<file path="config.mk">
export PLATFORM = sky130hd
export DESIGN_NAME = gate_reduce_unit
export DESIGN_NICKNAME = d
export VERILOG_FILES = /design/src/rtl/gate_reduce_unit.sv
export SDC_FILE = /design/constraint.sdc
export NUM_CORES = 1
export LEC_CHECK = 0
export CELL_PAD_IN_SITES_DETAIL_PLACEMENT = 1
export CELL_PAD_IN_SITES_GLOBAL_PLACEMENT = 1
export CORE_ASPECT_RATIO = 0.7
export CORE_UTILIZATION = 40
export CTS_BUF_LIST = sky130_fd_sc_hd__clkbuf_4 sky130_fd_sc_hd__clkbuf_8 sky130_fd_sc_hd__clkbuf_16
export CTS_CLUSTER_DIAMETER = 40
export CTS_CLUSTER_SIZE = 12
export DETAILED_ROUTE_END_ITERATION = 10
export GPL_ROUTABILITY_DRIVEN = 0
export PLACE_DENSITY = 0.85
export SETUP_SLACK_MARGIN = 0.1
export SYNTH_ARGS = -nofsm -noshare
export SYNTH_HDL_FRONTEND = slang
export SYNTH_SLANG_ARGS = --single-unit
</file>
<file path="constraint.sdc">
create_clock -name clk -period 4.41 [get_ports clk]
set_input_delay 1.323 -clock clk [delete_from_list [all_inputs] [get_ports clk]]
set_output_delay 1.323 -clock clk [all_outputs]
set_load 0.01 [all_outputs]
</file>
<file path="src/rtl/gate_reduce_unit.sv">
// gate_reduce_unit: bitwise gate function (AND/NAND/OR/NOR/XOR/XNOR) reduced over NIN operands
// and accumulated across a multi-beat packet. Optional out_parity port: define GATE_REDUCE_PARITY_EN.
module gate_reduce_unit #(
    parameter int WIDTH = 4,
    parameter int NIN   = 3,
    parameter int CNTW  = 8
) (
    input  logic                  clk,
    input  logic                  rst,
    input  logic                  in_valid,
    output logic                  in_ready,
    input  logic [NIN*WIDTH-1:0]  in_data,
    input  logic [2:0]            in_op,
    input  logic                  in_last,
    output logic                  out_valid,
    input  logic                  out_ready,
    output logic [WIDTH-1:0]      out_data,
    output logic [CNTW-1:0]       out_beats
`ifdef GATE_REDUCE_PARITY_EN
    ,
    output logic                  out_parity
`endif
);

    typedef enum logic [0:0] {
        ST_IDLE = 1'b0,
        ST_ACC  = 1'b1
    } state_t;

    localparam logic [1:0]      BASE_AND = 2'd0;
    localparam logic [1:0]      BASE_OR  = 2'd1;
    localparam logic [1:0]      BASE_XOR = 2'd2;
    localparam logic [CNTW-1:0] CNT_ONE  = CNTW'(1);
    localparam logic [CNTW-1:0] CNT_MAX  = {CNTW{1'b1}};

    function automatic logic [1:0] base_of(input logic [2:0] op);
        logic [1:0] b;
        case (op)
            3'd2, 3'd3: b = BASE_OR;
            3'd4, 3'd5: b = BASE_XOR;
            default:    b = BASE_AND;   // 0, 1 and the reserved 6/7 (NAND)
        endcase
        return b;
    endfunction

    function automatic logic inv_of(input logic [2:0] op);
        logic v;
        case (op)
            3'd0, 3'd2, 3'd4: v = 1'b0;
            default:          v = 1'b1;
        endcase
        return v;
    endfunction

    function automatic logic [WIDTH-1:0] combine(input logic [WIDTH-1:0] a,
                                                 input logic [WIDTH-1:0] b,
                                                 input logic [1:0]       base);
        logic [WIDTH-1:0] r;
        case (base)
            BASE_OR:  r = a | b;
            BASE_XOR: r = a ^ b;
            default:  r = a & b;
        endcase
        return r;
    endfunction

    function automatic logic [WIDTH-1:0] reduce(input logic [NIN*WIDTH-1:0] data,
                                                input logic [1:0]           base);
        logic [WIDTH-1:0] r;
        r = data[0 +: WIDTH];
        for (int k = 1; k < NIN; k++) begin
            r = combine(r, data[k*WIDTH +: WIDTH], base);
        end
        return r;
    endfunction

    function automatic logic parity_of(input logic [WIDTH-1:0] v);
        return ^v;
    endfunction

    state_t           state_r, state_nxt_s;
    logic [1:0]       base_r, base_nxt_s;
    logic             inv_r, inv_nxt_s;
    logic [WIDTH-1:0] acc_r, acc_nxt_s;
    logic [CNTW-1:0]  cnt_r, cnt_nxt_s;

    logic             out_valid_r;
    logic [WIDTH-1:0] out_data_r;
    logic [CNTW-1:0]  out_beats_r;
    logic             out_parity_r;

    logic             accept_s;
    logic             load_s;
    logic [1:0]       beat_base_s;
    logic             beat_inv_s;
    logic [WIDTH-1:0] beat_red_s;
    logic [WIDTH-1:0] merged_s;
    logic [WIDTH-1:0] result_s;
    logic [CNTW-1:0]  cnt_sat_s;
    logic [CNTW-1:0]  result_beats_s;

    assign in_ready  = !out_valid_r || out_ready;
    assign accept_s  = in_valid && in_ready;
    assign out_valid = out_valid_r;
    assign out_data  = out_data_r;
    assign out_beats = out_beats_r;
`ifdef GATE_REDUCE_PARITY_EN
    assign out_parity = out_parity_r;
`endif

    // Datapath: the function is taken from in_op on the first beat, from the latched copy afterwards.
    always_comb begin
        beat_base_s    = base_of(in_op);
        beat_inv_s     = inv_of(in_op);
        cnt_sat_s      = (cnt_r == CNT_MAX) ? cnt_r : (cnt_r + CNT_ONE);
        result_beats_s = CNT_ONE;
        if (state_r == ST_ACC) begin
            beat_base_s    = base_r;
            beat_inv_s     = inv_r;
            result_beats_s = cnt_sat_s;
        end else begin
            result_beats_s = CNT_ONE;
        end
        beat_red_s = reduce(in_data, beat_base_s);
        if (state_r == ST_ACC) begin
            merged_s = combine(acc_r, beat_red_s, base_r);
        end else begin
            merged_s = beat_red_s;
        end
        // Inversion is applied only to the final value, never to the running accumulation.
        result_s = beat_inv_s ? ~merged_s : merged_s;
    end

    // Next-state and accumulator update.
    always_comb begin
        state_nxt_s = state_r;
        base_nxt_s  = base_r;
        inv_nxt_s   = inv_r;
        acc_nxt_s   = acc_r;
        cnt_nxt_s   = cnt_r;
        load_s      = 1'b0;
        case (state_r)
            ST_IDLE: begin
                if (accept_s && in_last) begin
                    load_s = 1'b1;
                end else if (accept_s) begin
                    state_nxt_s = ST_ACC;
                    base_nxt_s  = beat_base_s;
                    inv_nxt_s   = beat_inv_s;
                    acc_nxt_s   = beat_red_s;
                    cnt_nxt_s   = CNT_ONE;
                end else begin
                    state_nxt_s = ST_IDLE;
                end
            end
            ST_ACC: begin
                if (accept_s && in_last) begin
                    load_s      = 1'b1;
                    state_nxt_s = ST_IDLE;
                    acc_nxt_s   = {WIDTH{1'b0}};
                    cnt_nxt_s   = {CNTW{1'b0}};
                end else if (accept_s) begin
                    acc_nxt_s = merged_s;
                    cnt_nxt_s = cnt_sat_s;
                end else begin
                    state_nxt_s = ST_ACC;
                end
            end
            default: begin
                state_nxt_s = ST_IDLE;
            end
        endcase
    end

    // Packet state registers.
    always_ff @(posedge clk) begin
        if (rst) begin
            state_r <= ST_IDLE;
            base_r  <= BASE_AND;
            inv_r   <= 1'b0;
            acc_r   <= {WIDTH{1'b0}};
            cnt_r   <= {CNTW{1'b0}};
        end else begin
            state_r <= state_nxt_s;
            base_r  <= base_nxt_s;
            inv_r   <= inv_nxt_s;
            acc_r   <= acc_nxt_s;
            cnt_r   <= cnt_nxt_s;
        end
    end

    // Output register: a new result overrides a same-cycle take; otherwise hold until taken.
    always_ff @(posedge clk) begin
        if (rst) begin
            out_valid_r  <= 1'b0;
            out_data_r   <= {WIDTH{1'b0}};
            out_beats_r  <= {CNTW{1'b0}};
            out_parity_r <= 1'b0;
        end else if (load_s) begin
            out_valid_r  <= 1'b1;
            out_data_r   <= result_s;
            out_beats_r  <= result_beats_s;
            out_parity_r <= parity_of(result_s);
        end else if (out_valid_r && out_ready) begin
            out_valid_r  <= 1'b0;
        end else begin
            out_valid_r  <= out_valid_r;
        end
    end

`ifndef GATE_REDUCE_PARITY_EN
    logic unused_parity_s;
    assign unused_parity_s = out_parity_r;
`endif

endmodule
</file>
Word level (Yosys, flattened, before mapping)
Index checks and enable logic that the tools add are counted.

word-level totals
  register bits after elaboration = 29
  output and inout bits = 14
  input port bits = 20

operators by class
  add/subtract/negate cells = 1
  mux-type cells = 28
  reduce and logical (&&, ||, !) cells = 12
  equal/unequal tests = 12
  bitwise operators = 12

operators by type and width
  kind                                                                      number
  8-bit 2-to-1 mux                                                          6
  4-bit case mux with 2 select lines                                        4
  4-bit 2-to-1 mux                                                          6
  8-bit case mux with 2 select lines                                        1
  4-bit AND                                                                 3
  4-bit bitwise OR                                                          3
  4-bit bitwise XOR                                                         3
  8-bit by 1-bit adder with 8-bit output (second input constant)            1
  8-bit == test (second input constant)                                     1
  1-bit 2-to-1 mux                                                          8
  3-bit by 2-bit == test with 1-bit output (second input constant)          2
  3-bit == test (second input constant)                                     2
  3-bit AND reduction                                                       2
  2-bit by 1-bit == test with 1-bit output (second input constant)          2
  2-bit == test (second input constant)                                     2
  2-bit inequality test (second input constant)                             2
  4-bit inverter                                                            1
  2-bit case mux with 2 select lines                                        1
  2-bit OR reduction                                                        2
  1-bit logical AND                                                         3
  3-bit zero test                                                           1
  3-bit by 1-bit inequality test with 1-bit output (second input constant)  1
  3-bit OR reduction                                                        1
  2-bit 2-to-1 mux                                                          1
  other kinds (5)                                                           6

Longest topological paths before layout
  depth in word-level cells = 14
  depth in mapped cells = 18
  gate-level depth less buffers = 16

Worst setup path after synthesis
OpenSTA, ideal clock, no wires.

  path kind = input-to-reg
  from = input in_op[2]
  to = register acc_r[3]
  stages on the path = 15
  data required time = 4315 ps
  setup time = 95 ps
  path slack = 405 ps
  arrival time = 3910 ps
  cells stage by stage = nand2b_1 o21a_1 ha_1 buf_4 o21ai_0 inv_1 ha_1 nand2_1 a31oi_1 inv_1 ha_1 nand2_1 a311oi_1 o22ai_1 a221oi_1

on the way
  longest elaborated chain between the ends = 14
  elaborated cells between the ends (all ways) = 25

RTL lines
  item                                                                              line  RTL
  from (decl)                                                                       13    input logic [2:0] in_op,
  3-bit == test / 3-bit by 2-bit == test with 1-bit output (equally long branches)  38    case (op)
  2-bit OR reduction                                                                38
  2-bit case mux with 2 select lines (*)                                            38
  2-bit 2-to-1 mux (*)                                                              117   if (state_r == ST_ACC) begin
  2-bit == test / 2-bit by 1-bit == test with 1-bit output (equally long branches)  59    case (base)
  4-bit case mux with 2 select lines                                                59
  4-bit AND (tied with other cells)                                                 62    default: r = a & b;
  4-bit case mux with 2 select lines (*)                                            59
  4-bit AND (tied with other cells)                                                 62
  4-bit case mux with 2 select lines                                                59
  4-bit 2-to-1 mux                                                                  125   if (state_r == ST_ACC) begin
  4-bit 2-to-1 mux                                                                  162   end else if (accept_s) begin
  4-bit 2-to-1 mux                                                                  157   if (accept_s && in_last) begin
  4-bit case mux with 2 select lines (*)                                            142   case (state_r)
  to (signal assigned)                                                              181   acc_r <= {WIDTH{1'b0}};
  to (signal assigned)                                                              187   acc_r <= acc_nxt_s;
  to (decl)                                                                         84    logic [WIDTH-1:0] acc_r, acc_nxt_s;

Every way passes the cells marked *; elsewhere a longest branch is shown, timed or not. The select of a mux whose other input is x is not followed.
A chain may end at the register's enable or synchronous reset.

Worst setup path after layout
  from = input in_op[1]
  to = register acc_r[2]

on the way
  longest elaborated chain between the ends = 14
  elaborated cells between the ends (all ways) = 25

RTL lines
  item                                                                              line  RTL
  3-bit == test / 3-bit by 2-bit == test with 1-bit output (equally long branches)  38
  2-bit OR reduction                                                                38
  2-bit case mux with 2 select lines (*)                                            38
  2-bit 2-to-1 mux (*)                                                              117
  via beat_base_s[1]                                                                94    logic [1:0] beat_base_s;
  2-bit == test / 2-bit by 1-bit == test with 1-bit output (equally long branches)  59
  4-bit case mux with 2 select lines                                                59
  4-bit AND (tied with other cells)                                                 62
  4-bit case mux with 2 select lines (*)                                            59
  4-bit AND (tied with other cells)                                                 62
  4-bit case mux with 2 select lines                                                59
  4-bit 2-to-1 mux                                                                  125
  4-bit 2-to-1 mux                                                                  162
  4-bit 2-to-1 mux                                                                  157
  4-bit case mux with 2 select lines (*)                                            142

The timed path passes the listed nets; every way through them passes the cells marked *. The select of a mux whose other input is x is not followed.

==> out/results.txt <==
Max Buffers Root-to-Sink -> 2
Synth area leaders -> dfxtp_1 (25%), ha_1 (16%), inv_1 (6.2%), a311oi_1 (4.9%), nand2_1 (3.6%)
RSZ-0062 raised after global routing -> no
Row Count -> 22
Post-CTS Hold Buffers -> 0
Die Area -> 6080 µm²
Max Freq -> 0.242 GHz
CTS Root Cell -> clkbuf_8
worst hold endpoint -> out_beats[4]
Critical Path RT -> 4.61 ns
total power -> 0.000744 W
# DRC -> 0
Vias -> 2292
Post-Syn Instances -> 275
Seq/Total Area, Yosys -> 0.252
Post-Layout Cell Count -> 398
area grow syn2layout -> 31.3%
remaining antenna violation count -> 0
post-route clock period utilization -> 0.937
Die Ht -> 65.5 µm
worst-path cell chain -> dlymetal6s2s_1 > nand2b_4 > o21a_1 > inv_2 > ha_4 > buf_2 > buf_4 > o21ai_2 > inv_1 > ha_1 > nand2_1 > a31oi_1 > inv_1 > ha_1 > nand2_1 > a311oi_2 > o22ai_1 > a221oi_1
global route overflow -> 0
PwrDens -> 246 nW/µm²
first-pass GRT wire length -> 11400 µm
dpl cells -> 387
reg2reg setup slack -> 0.73 ns
worst slew pin tran -> 0.741 ns
Worst-path clk slew -> 0.07 ns
Max IR drop VDD -> 151 µV
Skew-Pair Late Insertion Delay -> 0.30 ns
Syn Nets -> 324
TritonCTS Buffers -> 5
Slew HR -> 0.505
clock sinks -> 29
CP Max Fanout -> 6
fin nets -> 374
count leader, synth -> inv_1
CTS tree -> yes
largest net degree at the start of global routing -> 19
met2 WL post-DR -> 3080 µm
I/O pins -> 34
PortBufs -> 33
Die Width -> 92.8 µm
post-synth cell types -> 50
leading area contributor after synthesis -> dfxtp_1
Post-synth top cells -> inv_1 (38), dfxtp_1 (29), ha_1 (29), nand2_1 (22), a311oi_1 (13)
Final Max Tran Viols -> 0
Final Hold Viols -> 0
final setup fails -> 0
hold depth -> 2
total number of yosys warnings -> 0
Ant. Diodes -> 0
Max-cap violations -> 0
Mapped Area -> 2310 µm²
Critical-path top delay cell -> ha_1
Initial Util -> 0.427
Yosys top cell area share -> 0.252
Via density -> 5.76
vias in the first global route -> 2255
share of cells above drive strength 1 -> 0.184
final WL -> 7200 µm
status -> finished clean
Total GRT Usage -> 0.246
DP Wirelength -> 5140 µm
Tmin final -> 4.13 ns
Synth async-reset ratio -> 0
HP Start -> out_beats[4]
core region area -> 5400 µm²
top_reg_cell synth -> dfxtp_1
H-tree Lvls -> 2
Setup Skew -> 0.00961 ns
CP Launch Type -> input port
Critical Path Max Stage Delay -> 0.28 ns
nature of the critical path endpoint -> register
Reg2Reg Depth -> 17
Reg-to-Reg End -> acc_r[2]
Arrival @ worst endpoint -> 4.33 ns
Starting DRT DRC Count -> 119
initial antenna violation count -> 0
drt pass-1 iters -> 4
EDFF count, synth -> 0
Syn Area/Cell -> 8.39 µm²
WL met3 -> 456 µm
M1 wire length -> 3560 µm
Leakage -> 1.23 nW
Hold Crit Class -> register to register
Worst Setup Path Type -> input port to register
Yosys reg bits -> 29
drt wl/cell -> 18.1 µm
uppermost layer routed -> met4
-- flip-flops by register name, indices dropped and copies added (netlist names), named ones only --
name / count
base_r: 2
out_valid: 1
cnt_r: 8
acc_r: 4
inv_r: 1
out_beats: 8
out_data: 4
-- worst max path at each step --
stage	slack, ns	end	start	cells after the start
global route	0.15	out_data[1]	in_op[2]	18
global placement	-0.31	out_data[0]	in_op[2]	17
finish	0.28	acc_r[2]	in_op[1]	18
CTS	0.10	acc_r[0]	in_op[2]	17
detailed placement	-0.43	out_data[0]	in_op[2]	17
floorplan	0.40	acc_r[3]	in_op[2]	15
-- cell usage in the layout, fill, tap and decap left out, types with 7 or more instances in the layout --
master and n:
a311oi_1 8, buf_4 20, clkdlybuf4s50_1 31, dfxtp_1 29
ha_1 27, inv_1 37, nand2_1 22, nand2b_1 9
nor2b_1 10, o22ai_1 7
-- what timing repair did --
| action | in CTS | in global routing |
|---|---|---|
| endpoints found under the setup margin | 7 | 8 |
| buffers inserted | 1 | 2 |
| resized for setup | 11 | 16 |
| pin swaps | 2 | 6 |
| endpoints found under the hold margin | 0 | 0 |
-- power breakdown --
part | internal [W] | switching [W] | leakage, nW
Clock | 0.000109 | 0.000118 | 0.0439
Combinational | 0.000110 | 0.000124 | 0.952
Sequential | 0.000272 | 0.0000110 | 0.236
Total | 0.000491 | 0.000253 | 1.23
-- stage by stage --
step	hold WS [ns]	setup slack [ns]	area (µm²)	util	setup TNS (ns)
final	0.461	0.280	3030	0.561	0
after global routing	0.490	0.151	3030	0.561	0
after CTS	0.463	0.101	2950	0.546	0
after detailed placement	0.441	-0.432	2800	0.519	-2.46
after global placement	0.443	-0.308	2800	0.519	-1.22
after floorplan	0.458	0.405	2310	-	0
-- logic make-up (layout without fill, tap and decap cells) --
| kind of cell | count (synthesis) | after routing | synth area share |
|---|---|---|---|
| buffers and inverters | 52 | 103 | 0.0922 |
| multiplexers | 7 | 7 | 0.0309 |
| adder cells (fa/ha/maj) | 29 | 29 | 0.157 |
| AND/OR/NAND/NOR | 85 | 85 | 0.226 |
| AO/OA/AOI/OAI | 71 | 71 | 0.234 |
| flip-flops | 29 | 29 | 0.252 |
| XOR/XNOR | 2 | 2 | 0.00760 |
-- worst max-delay path, delay by kind of cell --
kind / cells / cell delay [ns]
and+or+nand+nor: 3 / 0.30
AOI/OAI and AO/OA: 6 / 1.23
buffers and inverters: 6 / 0.70
adders and majority gates: 3 / 0.77
-- final cells by class --
class | instances | area [µm²]
Clock inverter | 3 | 17.5
Timing Repair Buffer | 54 | 490
Multi-Input combinational cell | 194 | 1630
Fill cell | 638 | 2370
Sequential cell | 29 | 581
Clock buffer | 5 | 68.8
Tap cell | 72 | 90.1
Inverter | 41 | 154
-- routing by layer --
layer,GRT usage,vias up
li1,-,1096
met1,0.351,1117
met2,0.370,68
met3,0.0440,11
met4,0.0808,0
met5,0,-
Note: power is estimated with default switching activity, not from simulation.
